`config.mk`:
```
export PLATFORM = sky130hd
export DESIGN_NAME = ddr3_burst_agen
export DESIGN_NICKNAME = d
export VERILOG_FILES = /design/src/rtl/ddr3_burst_agen.sv
export SDC_FILE = /design/constraint.sdc
export NUM_CORES = 1
export LEC_CHECK = 0
export ABC_AREA = 1
export BUFFER_PORTS_ARGS = -buffer_cell sky130_fd_sc_hd__buf_4
export CORE_ASPECT_RATIO = 0.9
export CORE_MARGIN = 2
export CORE_UTILIZATION = 50
export DETAILED_ROUTE_END_ITERATION = 10
export PLACE_DENSITY = 0.78
export SYNTH_ARGS = -nofsm -noshare
export SYNTH_HDL_FRONTEND = slang
export SYNTH_SLANG_ARGS = --single-unit
```
`constraint.sdc`:
```
create_clock -name clk -period 1.8 [get_ports clk]
set_input_delay 0.09 -clock clk [delete_from_list [all_inputs] [get_ports clk]]
set_output_delay 0.09 -clock clk [all_outputs]
set_load 0.01 [all_outputs]
```
`src/rtl/ddr3_burst_agen.sv`:
```
// DDR3 burst address generator: expands one burst command into per-beat RAM addresses.
// Optional macro DDR3_BURST_INTERLEAVE_EN enables interleaved ordering through cmd_bt.
module ddr3_burst_agen #(
    parameter int DATA_WIDTH = 8,
    parameter int ADDR_WIDTH = 36
) (
    input  logic                  clk,
    input  logic                  rst_n,
    input  logic                  cmd_valid,
    output logic                  cmd_ready,
    input  logic                  cmd_write,
    input  logic [2:0]            cmd_bank,
    input  logic [12:0]           cmd_row,
    input  logic [9:0]            cmd_col,
    input  logic                  cmd_bc4,
    input  logic                  cmd_bt,
    input  logic [DATA_WIDTH-1:0] wr_data,
    input  logic                  wr_valid,
    output logic                  wr_ready,
    output logic [DATA_WIDTH-1:0] ram_di,
    output logic                  ram_we,
    output logic [ADDR_WIDTH-1:0] ram_write_addr,
    output logic [ADDR_WIDTH-1:0] ram_read_addr,
    input  logic [DATA_WIDTH-1:0] ram_do,
    output logic [DATA_WIDTH-1:0] rd_data,
    output logic                  rd_valid,
    output logic                  busy
);

`ifdef DDR3_BURST_INTERLEAVE_EN
    localparam logic ILV_EN = 1'b1;
`else
    localparam logic ILV_EN = 1'b0;
`endif

    typedef enum logic [1:0] {
        IDLE  = 2'd0,
        WRITE = 2'd1,
        READ  = 2'd2,
        DRAIN = 2'd3
    } state_t;

    state_t                  state_r;
    state_t                  state_nx_s;
    logic [2:0]              bank_r;
    logic [12:0]             row_r;
    logic [9:0]              col_r;
    logic                    bc4_r;
    logic                    bt_r;
    logic [2:0]              beat_r;
    logic                    accept_s;
    logic                    wr_beat_s;
    logic                    bt_sel_s;
    logic [2:0]              rd_idx_s;
    logic [2:0]              last_idx_s;
    logic [ADDR_WIDTH-1:0]   wr_addr_s;
    logic [ADDR_WIDTH-1:0]   rd_addr_s;
    logic                    ram_we_r;
    logic [DATA_WIDTH-1:0]   ram_di_r;
    logic [ADDR_WIDTH-1:0]   ram_write_addr_r;
    logic [ADDR_WIDTH-1:0]   ram_read_addr_r;
    logic                    rd_issue_r;
    logic                    rd_valid_r;

    // Column of beat idx within the 8-column block; burst chop never reaches the upper half.
    function automatic logic [9:0] beat_col(input logic [9:0] col, input logic [2:0] idx,
                                            input logic bc4, input logic bt);
        logic [2:0] i_eff;
        logic [2:0] c;
        i_eff = {idx[2] & ~bc4, idx[1:0]};
        if (bt) begin
            c = col[2:0] ^ i_eff;
        end else begin
            c = {col[2] ^ i_eff[2], col[1:0] + i_eff[1:0]};
        end
        return {col[9:3], c};
    endfunction

    function automatic logic [ADDR_WIDTH-1:0] beat_addr(input logic [2:0] bank,
                                                       input logic [12:0] row,
                                                       input logic [9:0] col);
        logic [ADDR_WIDTH-1:0] a;
        a        = '0;
        a[34:32] = bank;
        a[28:16] = row;
        a[9:0]   = col;
        return a;
    endfunction

    // Next-state logic and per-beat address selection.
    always_comb begin
        bt_sel_s   = cmd_bt & ILV_EN;
        accept_s   = cmd_valid && (state_r == IDLE);
        wr_beat_s  = wr_valid && (state_r == WRITE);
        rd_idx_s   = beat_r + 3'd1;
        last_idx_s = bc4_r ? 3'd3 : 3'd7;
        wr_addr_s  = beat_addr(bank_r, row_r, beat_col(col_r, beat_r, bc4_r, bt_r));
        if (state_r == IDLE) begin
            rd_addr_s = beat_addr(cmd_bank, cmd_row, beat_col(cmd_col, 3'd0, cmd_bc4, bt_sel_s));
        end else begin
            rd_addr_s = beat_addr(bank_r, row_r, beat_col(col_r, rd_idx_s, bc4_r, bt_r));
        end
        state_nx_s = state_r;
        case (state_r)
            IDLE: begin
                if (accept_s) begin
                    state_nx_s = cmd_write ? WRITE : READ;
                end else begin
                    state_nx_s = IDLE;
                end
            end
            WRITE: begin
                if (wr_beat_s && (beat_r == last_idx_s)) begin
                    state_nx_s = IDLE;
                end else begin
                    state_nx_s = WRITE;
                end
            end
            READ: begin
                if (rd_idx_s == last_idx_s) begin
                    state_nx_s = DRAIN;
                end else begin
                    state_nx_s = READ;
                end
            end
            DRAIN:   state_nx_s = IDLE;
            default: state_nx_s = IDLE;
        endcase
    end

    // State register.
    always_ff @(posedge clk or negedge rst_n) begin
        if (!rst_n) begin
            state_r <= IDLE;
        end else begin
            state_r <= state_nx_s;
        end
    end

    // Command latch and beat counter.
    always_ff @(posedge clk or negedge rst_n) begin
        if (!rst_n) begin
            bank_r <= 3'd0;
            row_r  <= 13'd0;
            col_r  <= 10'd0;
            bc4_r  <= 1'b0;
            bt_r   <= 1'b0;
            beat_r <= 3'd0;
        end else if (accept_s) begin
            bank_r <= cmd_bank;
            row_r  <= cmd_row;
            col_r  <= cmd_col;
            bc4_r  <= cmd_bc4;
            bt_r   <= bt_sel_s;
            beat_r <= 3'd0;
        end else if (wr_beat_s) begin
            beat_r <= beat_r + 3'd1;
        end else if (state_r == READ) begin
            beat_r <= rd_idx_s;
        end
    end

    // RAM port registers; rd_valid trails the issued read address by one edge to match RAM latency.
    always_ff @(posedge clk or negedge rst_n) begin
        if (!rst_n) begin
            ram_we_r         <= 1'b0;
            ram_di_r         <= '0;
            ram_write_addr_r <= '0;
            ram_read_addr_r  <= '0;
            rd_issue_r       <= 1'b0;
            rd_valid_r       <= 1'b0;
        end else begin
            ram_we_r   <= wr_beat_s;
            rd_issue_r <= (accept_s && !cmd_write) || (state_r == READ);
            rd_valid_r <= rd_issue_r;
            if (wr_beat_s) begin
                ram_di_r         <= wr_data;
                ram_write_addr_r <= wr_addr_s;
            end
            if ((accept_s && !cmd_write) || (state_r == READ)) begin
                ram_read_addr_r <= rd_addr_s;
            end
        end
    end

    assign cmd_ready      = (state_r == IDLE);
    assign busy           = (state_r != IDLE);
    assign wr_ready       = (state_r == WRITE);
    assign ram_we         = ram_we_r;
    assign ram_di         = ram_di_r;
    assign ram_write_addr = ram_write_addr_r;
    assign ram_read_addr  = ram_read_addr_r;
    assign rd_valid       = rd_valid_r;
    assign rd_data        = rd_valid_r ? ram_do : '0;

endmodule

```
==> metrics.md <==
| Metric | Value |
|---|---|
| DR WL met2 | `4980 um` |
| Slew Viols, Final | `0` |
| CP most frequent cell | `buf_4` |
| Largest area contributor in the netlist | `dfrtp_1` |
| Total gr overflow | `0` |
| Avg WL per Cell | `13.2 um` |
| Reg-to-reg slack, setup | `310 ps` |
| Clock Power Share | `0.175` |
| Outcome | `finished clean` |
| Total track usage | `0.238` |
| Leak pwr | `0.00324 uW` |
| Pwr Density | `1670 nW/um^2` |
| Worst slew pin tran | `539 ps` |
| Initial Util | `0.522` |
| Switching power total | `3760 uW` |
| Antenna violations before repair | `0` |
| Slowest CP cell | `dfrtp_1` |
| Metal3 WL | `694 um` |
| Element type at the critical path end | `output port` |
| Tcrit/Tclk final | `0.892` |
| CP Capture Point | `cmd_ready` |
| Top-count cell post-synth | `nand2_1` |
| FF-to-FF path depth | `6` |
| Post-synth EDFFs | `0` |
| Synth Flop Type | `dfrtp_1` |
| DP Wirelength | `6880 um` |
| Vias | `3743` |
| CTS clk-pin slew, worst paths | `80 ps` |
| Pre-CTS setup slack | `353 ps` |
| Critical Setup Path Class | `flip-flop to output port` |
| Yosys warns | `0` |
| I/O pin total | `142` |
| Max Clk Rate | `0.622 GHz` |
| Reg power frac | `0.380` |
| Die ar. | `9300 um^2` |
| Max_slew headroom | `0.640` |
| M1 WL | `4660 um` |
| Longest Clk Path Bufs | `2` |
| IO Port Bufs | `120` |
| Vias in the first global route | `3726` |
| CTS root buf | `clkbuf_8` |
| Hold depth | `3` |
| Cell Area, Synth | `4270 um^2` |
| Power Total | `9650 uW` |
| Global-route wire length before repair | `17500 um` |
| Antenna Nets Post-Route | `0` |
| CP Buf/Inv Count | `2` |
| Drt pass-1 iters | `4` |
| Worst endpoint data arrival time | `1520 ps` |
| FF-to-FF End | `state_r[0]` |
| Residual DRC | `0` |
| Layout Skew | `10.8 ps` |
| RSZ-0062 raised after global routing | `false` |
| Drt via density | `4.74` |
| Setup TNS | `0 ps` |
| Layout cell share with drive strength beyond 1 | `0.226` |
| CTS Buf Count | `9` |
| Fin crit period | `1610 ps` |
| # rows | `31` |
| Post-synth top cells | `nand2_1 (225), dfrtp_1 (95), inv_1 (45)` |
| WP depth | `3` |
| Synth area leaders | `dfrtp_1 (56%), nand2_1 (20%), o21ai_0 (5.0%), inv_1 (4.0%), buf_4 (3.5%)` |
| H-tree levels | `3` |
| VDD IR-drop max | `0.000930 V` |
| Top routing layer in use | `met4` |
| Total wire length | `10400 um` |
| Fin. Hold Viols | `0` |
| Reg2reg start | `beat_r[0]` |
| Die Span Y | `91.7 um` |
| CTS sink count | `95` |
| PnR worst setup slack | `194 ps` |
| Chip width | `101 um` |
| Internal power | `5890 uW` |
| Nets | `725` |
| Largest net degree at the start of global routing | `49` |
| Synth Instances | `520` |
| Post-synth cell types | `24` |
| Worst path max stage delay | `430 ps` |
| TritonCTS clock tree | `yes` |
| CP startpoint kind | `flip-flop` |
| PostCTS Resize Cnt | `0` |
| Post-synthesis async set-or-reset flop share | `1.00` |
| Core area | `8180 um^2` |
| Share of the synthesized area in the top cell type | `0.556` |
| Worst Setup SP | `state_r[1]` |
| Critical path's top delay family | `buffers and inverters` |
| Post-synthesis register bit count | `95` |
| DR iter-0 viols | `183` |
| Ant. Diodes | `0` |
| Worst Hold Class | `primary input to flip-flop` |
| Routability cong. | `0.888` |
| Cells along the critical path | `nor2_4 > buf_4 > buf_4` |
| Post-synthesis sequential area ratio | `0.556` |
| Max-cap violations | `0` |
| Max FO, Critical Path | `40` |
| Layout area overhead | `35.6%` |
| Clock Latency Late Sink | `350 ps` |
| Hold wc startpoint | `cmd_col[1]` |
| Comb power frac | `0.445` |
| Final Setup Violations | `0` |
| Average size of a mapped cell | `8.22 um^2` |
| Switch share | `0.390` |
| Critical path required time | `1710 ps` |
-- worst min path at each step --
stage                             end  slack (ps)
floorplan                   bank_r[0]        -210
global placement                bc4_r          20
detailed placement  ram_write_addr[0]          30
CTS                          col_r[1]          10
global route                 col_r[0]          20
finish                       col_r[1]          40
-- power by group through the flow --
stage	Combinational [uW]	Sequential [uW]	Clock (uW)
2_1_floorplan	2260	3870	0
3_3_place_gp	4100	3660	0
3_5_place_dp	4240	3690	0
4_1_cts	4320	3670	1730
5_1_grt	4880	3800	1820
6_report	4300	3670	1690
-- sequential cells by signal, indices dropped and copies added (netlist names) --
signal / count
state_r: 2
rd_issue_r: 1
ram_write_addr: 26
row_r: 13
beat_r: 3
col_r: 10
rd_valid: 1
ram_di: 8
bank_r: 3
ram_we: 1
ram_read_addr: 26
bc4_r: 1
-- placed cells by master (no fill, tap or decap) --
cell type	count
clkbuf_8	11
conb_1	20
ha_1	6
nor2_4	1
xor2_1	1
o21ai_0	43
nand2_2	2
nor2_2	1
nand2_1	225
o211ai_1	1
inv_2	2
a21o_1	1
dfrtp_1	95
xnor2_1	1
buf_4	130
a21oi_1	3
dlygate4sd3_1	33
nand3_1	30
inv_1	45
bufinv_16	3
o21ai_1	13
buf_12	1
clkbuf_1	1
nor2_1	4
nand3_2	1
-- through the flow --
step	area (um^2)	cells	hold slack (ps)	util
after floorplan	4350	539	-206	-
after CTS	5800	789	14.9	0.708
after global routing	5800	789	15.3	0.708
after detailed placement	5220	741	29.1	0.638
after global placement	5220	741	24.1	0.638
final	5800	789	35.3	0.708
-- layer usage --
layer / track usage / vias to the layer above
li1: - / 1860
met1: 0.314 / 1749
met2: 0.390 / 128
met3: 0.0655 / 6
met4: 0.0597 / 0
met5: 0 / -
-- worst min-delay path: cells and delay by family --
| family | cells | cell delay (ps) |
|---|---|---|
| buf+inv | 1 | 90 |
| compound gates | 1 | 110 |
| simple gates | 1 | 40 |
-- cells by family after synthesis --
group / Yosys count / synth area share
AND/OR/NAND/NOR: 264 / 0.246
flip-flops: 95 / 0.556
buffers and inverters: 91 / 0.103
AO/OA/AOI/OAI: 61 / 0.0726
adder cells (fa/ha/maj): 6 / 0.0176
XOR/XNOR: 2 / 0.00410
other: 1 / 0.000877
-- what timing repair did --
action	CTS	global route
setup buffers	0	0
hold buffers	33	0
hold endpoints to repair	57	0
-- layout make-up --
class,count,area (um^2)
fillers,619,2390
clock inverters,3,90.1
flip-flops and latches,95,2380
inverters,47,176
clock buffers,12,155
multi-input cells,353,1530
well taps,115,144
repair buffers,164,1330
Note: power is estimated with default switching activity, not from simulation.
